[src/rtl/lfsr_gf56_rewind_if.sv]
// Request/response bundle for the GF(2^56) counter rewinder.
// The master side issues requests and consumes results. The slave side is the rewinder.
interface lfsr_gf56_rewind_if #(
  parameter int unsigned STEP_W = 16
);
  logic              in_valid;
  logic              in_ready;
  logic [55:0]       ctr_in;
  logic [STEP_W-1:0] nsteps;
  logic [7:0]        domain;
  logic              out_valid;
  logic              out_ready;
  logic [63:0]       so;
  logic              busy;

  modport master (
    output in_valid, ctr_in, nsteps, domain, out_ready,
    input  in_ready, out_valid, so, busy
  );

  modport slave (
    input  in_valid, ctr_in, nsteps, domain, out_ready,
    output in_ready, out_valid, so, busy
  );
endinterface

[src/rtl/lfsr_gf56_rewind.sv]
// Steps the Romulus 56-bit block-counter LFSR (x^56+x^7+x^4+x^2+1) backward, one step per clock.
// The result is returned in wire format as {counter, domain}.
module lfsr_gf56_rewind #(
  parameter int unsigned STEP_W = 16
) (
  input  logic                clk,
  input  logic                rst_n,
  input  logic                abort,
  lfsr_gf56_rewind_if.slave   bus
);

  typedef enum logic [1:0] {IDLE, RUN, DONE} state_t;

  state_t            state_q, state_d;
  logic [55:0]       st_q, st_d;
  logic [STEP_W-1:0] cnt_q, cnt_d;
  logic [7:0]        dom_q, dom_d;
  logic [63:0]       so_q, so_d;

  // The wire/logical byte order swap is its own inverse.
  function automatic logic [55:0] swap56(input logic [55:0] v);
    logic [55:0] r;
    for (int unsigned b = 0; b < 7; b++) begin
      r[8*b +: 8] = v[8*(6-b) +: 8];
    end
    return r;
  endfunction

  function automatic logic [55:0] inv_step(input logic [55:0] n);
    logic [55:0] p;
    p    = {n[0], n[55:1]};
    p[1] = p[1] ^ n[0];
    p[3] = p[3] ^ n[0];
    p[6] = p[6] ^ n[0];
    return p;
  endfunction

  always_comb begin
    state_d = state_q;
    st_d    = st_q;
    cnt_d   = cnt_q;
    dom_d   = dom_q;
    so_d    = so_q;

    if (abort) begin
      state_d = IDLE;
    end else begin
      unique case (state_q)
        IDLE: begin
          if (bus.in_valid) begin
            st_d    = swap56(bus.ctr_in);
            cnt_d   = bus.nsteps;
            dom_d   = bus.domain;
            state_d = (bus.nsteps == '0) ? DONE : RUN;
          end
        end
        RUN: begin
          st_d  = inv_step(st_q);
          cnt_d = cnt_q - STEP_W'(1);
          if (cnt_q == STEP_W'(1)) begin
            state_d = DONE;
          end
        end
        DONE: begin
          if (bus.out_ready) begin
            state_d = IDLE;
          end
        end
        default: state_d = IDLE;
      endcase
    end

    // The result is captured once on entry to DONE so it stays put under backpressure and afterwards.
    if (state_d == DONE && state_q != DONE) begin
      so_d = {swap56(st_d), dom_d};
    end
  end

  always_ff @(posedge clk or negedge rst_n) begin
    if (!rst_n) begin
      state_q <= IDLE;
      st_q    <= '0;
      cnt_q   <= '0;
      dom_q   <= '0;
      so_q    <= '0;
    end else begin
      state_q <= state_d;
      st_q    <= st_d;
      cnt_q   <= cnt_d;
      dom_q   <= dom_d;
      so_q    <= so_d;
    end
  end

  assign bus.in_ready  = (state_q == IDLE);
  assign bus.out_valid = (state_q == DONE);
  assign bus.busy      = (state_q == RUN) || (state_q == DONE);
  assign bus.so        = so_q;

endmodule

[src/flat_wrapper.sv]
// flat-port wrapper written by rule: the top's interface ports become plain ports
module lfsr_gf56_rewind_flat 
#(
  parameter int unsigned STEP_W = 16
)
  (clk, rst_n, abort, bus_in_valid, bus_ctr_in, bus_nsteps, bus_domain, bus_out_ready, bus_in_ready, bus_out_valid, bus_so, bus_busy);
  lfsr_gf56_rewind_if #(.STEP_W(STEP_W)) bus_i ();
  input  logic clk;
  input  logic rst_n;
  input  logic abort;
  input wire logic [$bits(bus_i.in_valid)-1:0] bus_in_valid;
  input wire logic [$bits(bus_i.ctr_in)-1:0] bus_ctr_in;
  input wire logic [$bits(bus_i.nsteps)-1:0] bus_nsteps;
  input wire logic [$bits(bus_i.domain)-1:0] bus_domain;
  input wire logic [$bits(bus_i.out_ready)-1:0] bus_out_ready;
  output wire logic [$bits(bus_i.in_ready)-1:0] bus_in_ready;
  output wire logic [$bits(bus_i.out_valid)-1:0] bus_out_valid;
  output wire logic [$bits(bus_i.so)-1:0] bus_so;
  output wire logic [$bits(bus_i.busy)-1:0] bus_busy;
  assign bus_i.in_valid = bus_in_valid;
  assign bus_i.ctr_in = bus_ctr_in;
  assign bus_i.nsteps = bus_nsteps;
  assign bus_i.domain = bus_domain;
  assign bus_i.out_ready = bus_out_ready;
  assign bus_in_ready = bus_i.in_ready;
  assign bus_out_valid = bus_i.out_valid;
  assign bus_so = bus_i.so;
  assign bus_busy = bus_i.busy;
  lfsr_gf56_rewind #(.STEP_W(STEP_W)) u_core (.clk(clk), .rst_n(rst_n), .abort(abort), .bus(bus_i));
endmodule
[config.mk]
export PLATFORM = sky130hd
export DESIGN_NAME = lfsr_gf56_rewind_flat
export DESIGN_NICKNAME = d
export VERILOG_FILES = /design/src/rtl/lfsr_gf56_rewind_if.sv /design/src/rtl/lfsr_gf56_rewind.sv /design/src/flat_wrapper.sv
export SDC_FILE = /design/constraint.sdc
export NUM_CORES = 1
export LEC_CHECK = 0
export BUFFER_PORTS_ARGS = -buffer_cell sky130_fd_sc_hd__buf_2
export CORE_MARGIN = 3
export CORE_UTILIZATION = 45
export CTS_CLUSTER_DIAMETER = 40
export DETAILED_ROUTE_END_ITERATION = 10
export PLACE_DENSITY_LB_ADDON = 0.12
export SYNTH_ARGS = -nofsm -noshare
export SYNTH_HDL_FRONTEND = slang
export SYNTH_SLANG_ARGS = --single-unit
[constraint.sdc]
create_clock -name clk -period 2.9 [get_ports clk]
set_input_delay 0.145 -clock clk [delete_from_list [all_inputs] [get_ports clk]]
set_output_delay 0.145 -clock clk [all_outputs]
set_load 0.02 [all_outputs]
Word-level counts from Yosys, hierarchy flattened
Index checks and enable logic that the tools add are counted.

Flip-flop bits (word level): 146. Output and inout bits: 67.

Reductions and logical operators: 6. Muxes and demuxes: 14. Add/sub/neg operators: 1. Equality and inequality tests: 6. Bitwise operators: 4.

Operators by type and width (number): two-way mux 56 bit (2); case mux 56 bit (2 select lines) (1); case mux 16 bit (2 select lines) (1); two-way mux 8 bit (3); == test 16 x 1 -> 1 bit, second input constant (1); zero test 16 bit (1); two-way mux 16 bit (1); subtractor 16 x 1 -> 16 bit, second input constant (1); two-way mux 2 bit (5); case mux 2 bit (3 select lines) (1); == test 2 bit, second input constant (2); != test 2 bit, second input constant (2); AND reduction 3 bit (1); bitwise XOR 1 bit (3); == test 2 x 1 -> 1 bit, second input constant (1); zero test 2 bit (1); nonzero test 2 bit (1); logical AND 1 bit (1); logical OR 1 bit (1); inverter 1 bit (1).

Logic depth before layout (Yosys ltp)
Gate-level depths: netlist of run 1.

Depth in word-level cells: 7. Depth in mapped cells: 9. Gate-level depth less buffers: 7.

Worst setup path before layout of run 1
Ideal clock, no wire load.

Path type: register to register. Start point: register u_core.cnt_q[1]. End point: register u_core.so_q[47] (netlist: u_core.bus.so[47]). Buffers on the path: 1. Cell stages (with the launch flop): 9. Data arrival time: 2.572 ns. Data required time: 2.775 ns. Library setup time: 0.125 ns. Slack: 0.204 ns. Cell sequence: dfrtp_1 inv_1 ha_1 or4b_2 nor4_4 nand3b_1 a211oi_4 buf_6 mux2_2.

Cells in the longest elaborated chain, start to end: 6.

RTL lines: from (decl) (RTL line lfsr_gf56_rewind.sv:16) `logic [STEP_W-1:0] cnt_q, cnt_d;`; from (signal assigned) (RTL line lfsr_gf56_rewind.sv:89) `cnt_q <= cnt_d;`; == test 16 x 1 -> 1 bit (RTL line lfsr_gf56_rewind.sv:60) `if (cnt_q == STEP_W'(1)) begin`; two-way mux 2 bit (RTL line lfsr_gf56_rewind.sv:60); case mux 2 bit (3 select lines) (RTL line lfsr_gf56_rewind.sv:48) `unique case (state_q)`; two-way mux 2 bit (RTL line lfsr_gf56_rewind.sv:45) `if (abort) begin`; == test 2 bit (RTL line lfsr_gf56_rewind.sv:74) `if (state_d == DONE && state_q != DONE) begin`; logical AND 1 bit (RTL line lfsr_gf56_rewind.sv:74); to (signal assigned) (RTL line lfsr_gf56_rewind.sv:85) `so_q <= '0;`; to (signal assigned) (RTL line lfsr_gf56_rewind.sv:91) `so_q <= so_d;`; to (decl) (RTL line lfsr_gf56_rewind.sv:18) `logic [63:0] so_q, so_d;`.

Every way passes these cells. A chain may end at the register's enable or synchronous reset.

Worst setup path in the final report of run 1
Start point: register u_core.cnt_q[1]. End point: register u_core.so_q[38] (netlist: u_core.bus.so[38]).

The elaborated chain is that of the path after synthesis.

==> results of run 1 <==
-- registers in the layout, indices dropped and copies added (netlist names) --
name / flops
u_core.cnt_q: 16
u_core.state_q: 2
u_core.dom_q: 8
u_core.bus.so: 64
u_core.st_q: 56
-- through the flow --
step	power, uW	instances	hold slack [ns]
6_report	5513	950	0.01252
5_1_grt	5784	950	0.01035
4_1_cts	5559	950	0.001721
3_5_place_dp	3156	857	0.2411
3_3_place_gp	3122	857	0.2276
2_1_floorplan	2890	553	-0.1506
-- cell families after synthesis --
family,after synthesis
adder cells (fa/ha/maj),6
flip-flops,146
AO/OA/AOI/OAI,113
buffers and inverters,42
AND/OR/NAND/NOR,170
multiplexers,73
XOR/XNOR,3
-- tightest hold or removal path: stages --
cell,delay [ns]
buf_2,0.08
a22oi_1,0.06
nand2_1,0.10
-- timing repair --
item | in CTS | in global routing
endpoints found under the setup margin | 0 | 18
endpoints found under the hold margin | 138 | 0
gates resized for setup | 0 | 0
hold buffers | 62 | 0
-- synth_stat cells (all sizes together), types with 4 or more instances --
library cell,instances
o22a,5
a21oi,17
o21ai,12
nand2,124
nor4,6
buf,9
mux2,72
a2bb2oi,6
inv,8
nor3,4
dfrtp,146
ha,6
or4,4
nand3,4
nor2,10
clkbuf,25
nor2b,4
a22oi,56
-- routing by layer --
metal	up-vias	global-route usage [%]	part of all wire, %
li1	2401	-	-
met1	2501	26.47	43
met2	159	34.73	50
met3	28	5.489	5.7
met4	0	8.124	1.9
met5	-	0	0
-- cell type report --
class / count / share of cell area (%)
Clock buffer: 24 / 5.994
Timing Repair Buffer: 224 / 17.60
Clock inverter: 7 / 1.407
Inverter: 8 / 0.3517
Tap cell: 176 / 2.579
Multi-Input combinational cell: 365 / 29.28
Sequential cell: 146 / 42.79
-- cells in the final DEF (no fill, tap or decap), types with 5 or more instances in the layout --
cell type	netlist	layout
clkbuf_8	0	6
dlygate4sd3_1	0	62
nand2_1	124	124
clkbuf_16	0	17
ha_1	6	6
a2bb2oi_1	6	6
o21ai_0	12	12
mux2_2	50	50
mux2_1	22	22
o22a_1	5	5
buf_2	0	150
a22oi_1	56	56
nor2_1	10	9
dfrtp_1	146	146
inv_1	8	8
buf_4	0	8
nor4_1	5	5
a21oi_1	17	17
-- worst max path at each step --
stage                         start           endpoint  slack (ns)
finish              u_core.cnt_q[1]  u_core.bus.so[38]        0.14
global route        u_core.cnt_q[1]  u_core.bus.so[10]        0.02
CTS                 u_core.cnt_q[1]  u_core.bus.so[10]         0.1
detailed placement  u_core.cnt_q[1]   u_core.bus.so[7]        0.12
global placement    u_core.cnt_q[1]  u_core.bus.so[39]        0.16
floorplan           u_core.cnt_q[1]  u_core.bus.so[47]        0.20
-- where the power goes --
group,internal [uW],leakage (uW),switching [uW]
registers,2300,0.00187,181
logic,311,0.00221,401
clock network,1490,0.000309,827
==> flow_summary.toml, run 1 <==
[outcome]
outcome = "completed"

[synth]
postSynthCellCount = 553
synth-seq-cells = 146
muxShareOfSynthArea_pct = 12.95
synth_edf_count = 0
syn_nets = 644
ys_seq_area_share_pct = 57.63
synth_area_mm2 = 0.006340
yosysUniqueCellTypes = 45
yosysTopAreaCellShare_pct = 57.63
synthXorXnorAreaFrac_pct = 0.4144
yosys-top-cells-area = "dfrtp_1, mux2_2, nand2_1"
synth-compound-area-share_pct = 12.75
synth_top_area_cell = "dfrtp_1"
synth-simple-area-share_pct = 11.88
yosys_warnings = 0
synth-main-ff-cell = "dfrtp_1"
synthAdderAreaFrac_pct = 1.184
synth_top_family_by_area = "multiplexers"
syn_area_per_cell_um2 = 11.46
synthArstFlopShare_pct = 100.0

[routing]
drc = 0
drt-pass1-iter-count = 5
vias_per_cell = 5.357
drt_first_iter_violations = 369
wirelength_um = 16040
ant_nets = 0
vias = 5089
avgRoutedWirePerCell_um = 16.89

[sta]
hold_violations = 0
worst_pin_slew_ns = 0.9595
max_freq_mhz = 362.5
setup_slack_ns = 0.1416
rsz0062_at_grt = "no"
skew_ns = 0.007054
fin_tns_setup_ns = 0
timing.final.crit_share_pct = 95.12
fin_crit_ns = 2.758
slew_headroom_pct = 36.03
setup_violations = 0
maxSlewViolCount = 0

[clock_tree]
clock_sinks = 146
clk_path_buf_depth = 2
clock_latency_ns = 0.41
h-tree-depth = 4
cts_buffers = 17
cts_setup_buffers = 0
tritoncts = "built"
cts_root_buf = "clkbuf_16"
clk_pin_slew_ns = 0.06

[worst_setup_path]
r2r-start = "u_core.cnt_q[1]"
path_buf_inv = 2
max_stage_delay_ns = 0.62
cp_cell_sequence = "inv_1 > ha_1 > or4b_2 > nor4_4 > nand3b_1 > a211oi_4 > buf_12 > mux2_2"
startpoint_type = "flop"
required_ns = 3.19
rr_endpoint = "u_core.bus.so[38]"
worstPathMaxFanout = 32
crit_type = "reg -> reg"
endpoint_kind = "flop"
cp_slowest_cell = "or4b_2"
cp.depth = 8
reg2reg_depth = 8
cp.arrival_ns = 3.05
cp_top_family = "simple AND/OR/NAND/NOR gates"
r2r_slack_ns = 0.14

[die]
ios = 152
die_h_um = 124.7
placementRows = 42
die_w_um = 124.7
core-area_mm2 = 0.01351
start_util_pct = 46.94
die-area_mm2 = 0.01555

[grt]
grt_pass1_wl_um = 26410
grt_pass1_vias = 5265
antenna_found_initial = 0
grt_use_total_pct = 21.01
grt_max_degree = 79
overflow = 0

[hold_path]
holdPathEnd = "u_core.st_q[50]"
hp-class = "in -> reg"
holdPathStages = 3
min_from = "bus_ctr_in[2]"

[pwr]
power.leakage_uw = 0.004388
power.density_mw_per_mm2 = 645.6
ir_drop_v = 0.0004202

[placed_design]
hpwl_um = 10260
place.gp.congestion = 0.8456
place_ws_ns = 0.1205
dpl_cell_area_mm2 = 0.007286
io_buffers = 151

[finish]
utilization_pct = 63.22
fin_nets = 853
final_area_mm2 = 0.008538
regArea_mm2 = 0.003654
multi_input_area_mm2 = 0.002500
drive_above_1_share_pct = 32.17
n_fill_cell = 1086
syn_to_final_growth_pct = 34.68
n_antenna_cell = 0

[job]
drv_cap = 0
No activity file was read; power rests on OpenSTA's default activity.
==> run 2: changes to the inputs <==
--- a/config.mk
+++ b/config.mk
@@ -5,7 +5,7 @@
 export SDC_FILE = /design/constraint.sdc
 export NUM_CORES = 1
 export LEC_CHECK = 0
-export BUFFER_PORTS_ARGS = -buffer_cell sky130_fd_sc_hd__buf_2
+export BUFFER_PORTS_ARGS = -buffer_cell sky130_fd_sc_hd__clkbuf_2
 export CORE_MARGIN = 3
 export CORE_UTILIZATION = 45
 export CTS_CLUSTER_DIAMETER = 40
==> run 2 against run 1 <==
Net effect: worst hold slack improved by 0.013 ns; worst setup slack got worse by 0.0050 ns; critical path depth up 1; power rose by 2.1%; cell area is 1.4% higher; sequential share of layout area decreased by 0.59 points; die area stayed put.
==> flow_summary.toml, run 2 (synthesis gave the netlist of run 1 again) <==
[worst_setup_path]
max_stage_delay_ns = 0.62
path_buf_inv = 3
cp.depth = 9
cp_top_family = "simple AND/OR/NAND/NOR gates"
cp_slowest_cell = "or4b_2"
cp_cell_sequence = "inv_1 > ha_1 > or4b_2 > nor4_4 > nand3b_1 > a211oi_4 > buf_12 > clkbuf_16 > mux2_2"
reg2reg_depth = 9
startpoint_type = "flop"
required_ns = 3.20
endpoint_kind = "flop"
cp.arrival_ns = 3.07
worstPathMaxFanout = 16
crit_type = "reg -> reg"

[job]
drv_cap = 0

[pwr]
power.leakage_uw = 0.004386
ir_drop_v = 0.0005002
power.density_mw_per_mm2 = 649.9

[die]
start_util_pct = 46.94
die_w_um = 124.7
die_h_um = 124.7
ios = 152
placementRows = 42
die-area_mm2 = 0.01555
core-area_mm2 = 0.01351

[grt]
grt_pass1_vias = 5258
grt_max_degree = 79
antenna_found_initial = 0
use_met2_pct = 35.66
grt_use_total_pct = 21.08
grt_pass1_wl_um = 26470
top_usage_layer = "met2"
use_met3_pct = 5.703
overflow = 0
met1_usage_pct = 26.39

[hold_path]
hp-class = "in -> reg"
holdPathStages = 3

[clock_tree]
clock_latency_ns = 0.42
cts_buffers = 17
clk_path_buf_depth = 2
tritoncts = "built"
cts_root_buf = "clkbuf_16"
clock_sinks = 146
clk_pin_slew_ns = 0.06
h-tree-depth = 4

[finish]
fin_nets = 858
drive_above_1_share_pct = 32.69
layout_commonest_cell = "clkbuf_2"
n_fill_cell = 1089
n_antenna_cell = 0
syn_to_final_growth_pct = 36.57
largest_register_ffs = 64
final_cell_mix = "clkbuf_2, dfrtp_1, nand2_1"
final_area_mm2 = 0.008658

[sta]
fin_crit_ns = 2.763
rsz0062_at_grt = "no"
worst_pin_slew_ns = 0.7276
setup_violations = 0
hold_violations = 0
maxSlewViolCount = 0
fin_tns_setup_ns = 0
skew_ns = 0.008817
timing.final.crit_share_pct = 95.29
max_freq_mhz = 361.9
slew_headroom_pct = 51.49

[routing]
drt_first_iter_violations = 306
wirelength_um = 16460
drt-pass1-iter-count = 5
drc = 0
vias_per_cell = 5.379
vias = 5142
ant_nets = 0
avgRoutedWirePerCell_um = 17.22

[placed_design]
hpwl_um = 10470
place.gp.congestion = 0.8405
dpl_cell_area_mm2 = 0.007293
io_buffers = 151

[outcome]
outcome = "completed"
==> run 2: repair_timing <==
action                                  in CTS  in global routing
gates resized for setup                      0                  1
endpoints found under the setup margin       0                 64
hold buffers                                62                  0
setup buffers                                0                  2
endpoints found under the hold margin      138                  0
==> run 2: final timing paths <==
path                            startpoint           endpoint  slack, ns
min                         bus_ctr_in[55]     u_core.st_q[7]       0.03
max in group asynchronous            rst_n    u_core.st_q[16]       1.75
min in group asynchronous            rst_n   u_core.cnt_q[15]       0.33
min reg2reg                u_core.st_q[23]    u_core.st_q[23]       0.48
max                        u_core.cnt_q[1]  u_core.bus.so[38]       0.14
max reg2reg                u_core.cnt_q[1]  u_core.bus.so[38]       0.14
==> run 2: report_power, final <==
group	internal, uW	switching [uW]
sequential	2300	183
clock	1570	851
combinational	313	404
total	4190	1440
==> run 2: area by class of cell <==
| cell class | instances | area [um2] | area share (%) |
|---|---|---|---|
| sequential | 146 | 3654 | 42.20 |
| tap | 176 | 220.2 | 2.543 |
| clock buffer | 20 | 456.7 | 5.275 |
| clock inverter | 12 | 202.7 | 2.341 |
| inverter | 8 | 30.03 | 0.3468 |
| timing repair buffer | 229 | 1595 | 18.42 |
| multi-input combinational | 365 | 2500 | 28.87 |
==> run 2: metrics by stage <==
stage / total power, uW / util (%) / std cells / hold WS [ns] / setup WS, ns
finish: 5627 / 64.11 / 956 / 0.02527 / 0.1365
global route: 5905 / 64.11 / 956 / 0.01547 / 0.02368
CTS: 5684 / 63.48 / 952 / 0.005584 / 0.05944
detailed placement: 3163 / 54.00 / 858 / 0.2387 / 0.09556
global placement: 3124 / 54.00 / 858 / 0.2264 / 0.1647
floorplan: 2890 / - / 553 / -0.1506 / 0.2038
==> run 2: worst min-delay path, cell delays in order <==
cell      delay (ns)
clkbuf_2        0.08
a22oi_1         0.07
nand2_1         0.10
==> run 2: metal layers <==
metal  up-vias  wire, um
met4         0       253
met5         -         0
met1      2526      6893
met2       180      8337
met3        22       978
li1       2414         -
==> run 3: changes to the inputs <==
--- a/config.mk
+++ b/config.mk
@@ -5,11 +5,12 @@
 export SDC_FILE = /design/constraint.sdc
 export NUM_CORES = 1
 export LEC_CHECK = 0
-export BUFFER_PORTS_ARGS = -buffer_cell sky130_fd_sc_hd__clkbuf_2
+export CORE_ASPECT_RATIO = 0.6
 export CORE_MARGIN = 3
 export CORE_UTILIZATION = 45
 export CTS_CLUSTER_DIAMETER = 40
 export DETAILED_ROUTE_END_ITERATION = 10
+export DONT_BUFFER_PORTS = 1
 export PLACE_DENSITY_LB_ADDON = 0.12
 export SYNTH_ARGS = -nofsm -noshare
 export SYNTH_HDL_FRONTEND = slang
==> run 3 against run 2 <==
Net effect: the run now ends with negative hold slack left; combinational power decreased by 10%; flip-flop and latch count unchanged; clock skew increased by 0.0023 ns; highest routed layer unchanged.
==> flow_summary.toml, run 3 (synthesis gave the netlist of run 1 again) <==
[grt]
top_usage_layer = "met2"
use_met2_pct = 30.24
grt_use_total_pct = 20.91
use_met3_pct = 8.987
overflow = 0
grt_max_degree = 147
grt_pass1_vias = 4800
antenna_found_initial = 0
met1_usage_pct = 29.00
grt_pass1_wl_um = 25970

[clock_tree]
hold_buffers = 75
cts_buffers = 17
clock_latency_ns = 0.41
clock_sinks = 146
clk_path_buf_depth = 2
cts_root_buf = "clkbuf_16"
tritoncts = "built"
h-tree-depth = 4
clk_pin_slew_ns = 0.06

[worst_setup_path]
cp_slowest_cell = "or4b_4"
reg2reg_depth = 10
r2r-start = "u_core.cnt_q[1]"
cp-startpoint = "u_core.cnt_q[1]"
cp_cell_sequence = "inv_1 > ha_1 > or4b_4 > nor4_4 > nand3b_1 > a211oi_4 > buf_6 > clkbuf_16 > buf_4 > mux2_2"
endpoint_kind = "flop"
r2r_slack_ns = 0.16
required_ns = 3.19
startpoint_type = "flop"
cp.arrival_ns = 3.03
cp.depth = 10
path_buf_inv = 4
crit_type = "reg -> reg"
max_stage_delay_ns = 0.47
worstPathMaxFanout = 7
cp_top_family = "simple AND/OR/NAND/NOR gates"

[sta]
hold_violations = 146
hold_ws_ns = -0.5741
rsz0062_at_grt = "no"
slew_headroom_pct = 55.95
timing.final.crit_share_pct = 94.34
worst_pin_slew_ns = 0.6608
fin_tns_setup_ns = 0
setup_violations = 0
setup_slack_ns = 0.1642
maxSlewViolCount = 0
skew_ns = 0.01114
fin_crit_ns = 2.736
max_freq_mhz = 365.5

[routing]
drt_first_iter_violations = 354
wirelength_um = 16220
ant_nets = 0
drt-pass1-iter-count = 7
vias = 4657
vias_per_cell = 5.564
drc = 0
avgRoutedWirePerCell_um = 19.37

[pwr]
clockPowerShare_pct = 39.7
power.density_mw_per_mm2 = 648.3
p_seq_share_pct = 48.0
switching_share_pct = 28.03
power.switching_uw = 1455
ir_drop_v = 0.0003143
power.leakage_uw = 0.003780
power.internal_uw = 3736
p_comb_share_pct = 12.4

[die]
placementRows = 32
core-area_mm2 = 0.01329
die_h_um = 97.94
die-area_mm2 = 0.01560
ios = 152
start_util_pct = 47.69
die_w_um = 159.2

[placed_design]
hpwl_um = 10640
io_buffers = 0
place_ws_ns = 0.1004
place.gp.congestion = 0.8112

[job]
drv_cap = 0

[finish]
syn_to_final_growth_pct = 26.31
layout_commonest_cell = "dfrtp_1"
n_antenna_cell = 0
utilization_pct = 60.24
fin_nets = 728
drive_above_1_share_pct = 17.23
final_cell_mix = "dfrtp_1, nand2_1, dlygate4sd3_1"
largest_register_ffs = 64
n_fill_cell = 1091

[outcome]
violations = "negative hold slack"
outcome = "finished, violations left"

[hold_path]
hp-class = "in -> async"
## run 3: worst paths after layout
check,endpoint
setup / recovery,u_core.bus.so[41]
hold / removal,u_core.cnt_q[15]
setup reg to reg,u_core.bus.so[41]
hold reg to reg,u_core.st_q[15]
max in group asynchronous,u_core.st_q[48]
min in group clk,u_core.cnt_q[4]
## run 3: timing repair
item / in CTS / in global routing
setup endpoints to repair: 0 / 45
buffers inserted: 0 / 9
hold endpoints to repair: 231 / 146
resized for setup: 0 / 2
## run 3: power by group through the flow
stage | Clock, uW | Sequential (uW) | Combinational [uW]
floorplan | 0 | 2460 | 434
global placement | 0 | 2510 | 526
detailed placement | 0 | 2520 | 553
CTS | 2130 | 2480 | 640
global route | 2220 | 2530 | 725
finish | 2060 | 2490 | 642
## run 3: through the flow
stage,total power [uW],cell area (um2),hold WS (ns),std cells
2_1_floorplan,2890,6340,-0.1506,553
3_3_place_gp,3033,6598,-0.1472,720
3_5_place_dp,3071,6598,-0.1466,720
4_1_cts,5249,7908,-0.5982,827
5_1_grt,5472,8008,-0.6093,837
6_report,5191,8008,-0.5741,837
## run 3: area by class of cell
cell class              instances  area, um2  area share [%]
flip-flops and latches        146       3654           45.62
inverters                       8      30.03          0.3750
well taps                     187      234.0           2.922
clock inverters                13      116.4           1.453
clock buffers                  19      442.9           5.531
repair buffers                 99       1027           12.83
multi-input cells             365       2504           31.27
## run 3: per-layer routing
| metal | vias to the layer above | share of wire (%) |
|---|---|---|
| met2 | 182 | 43 |
| met1 | 2302 | 47 |
| met5 | - | 0 |
| li1 | 2157 | - |
| met4 | 0 | 1.2 |
| met3 | 16 | 9.1 |
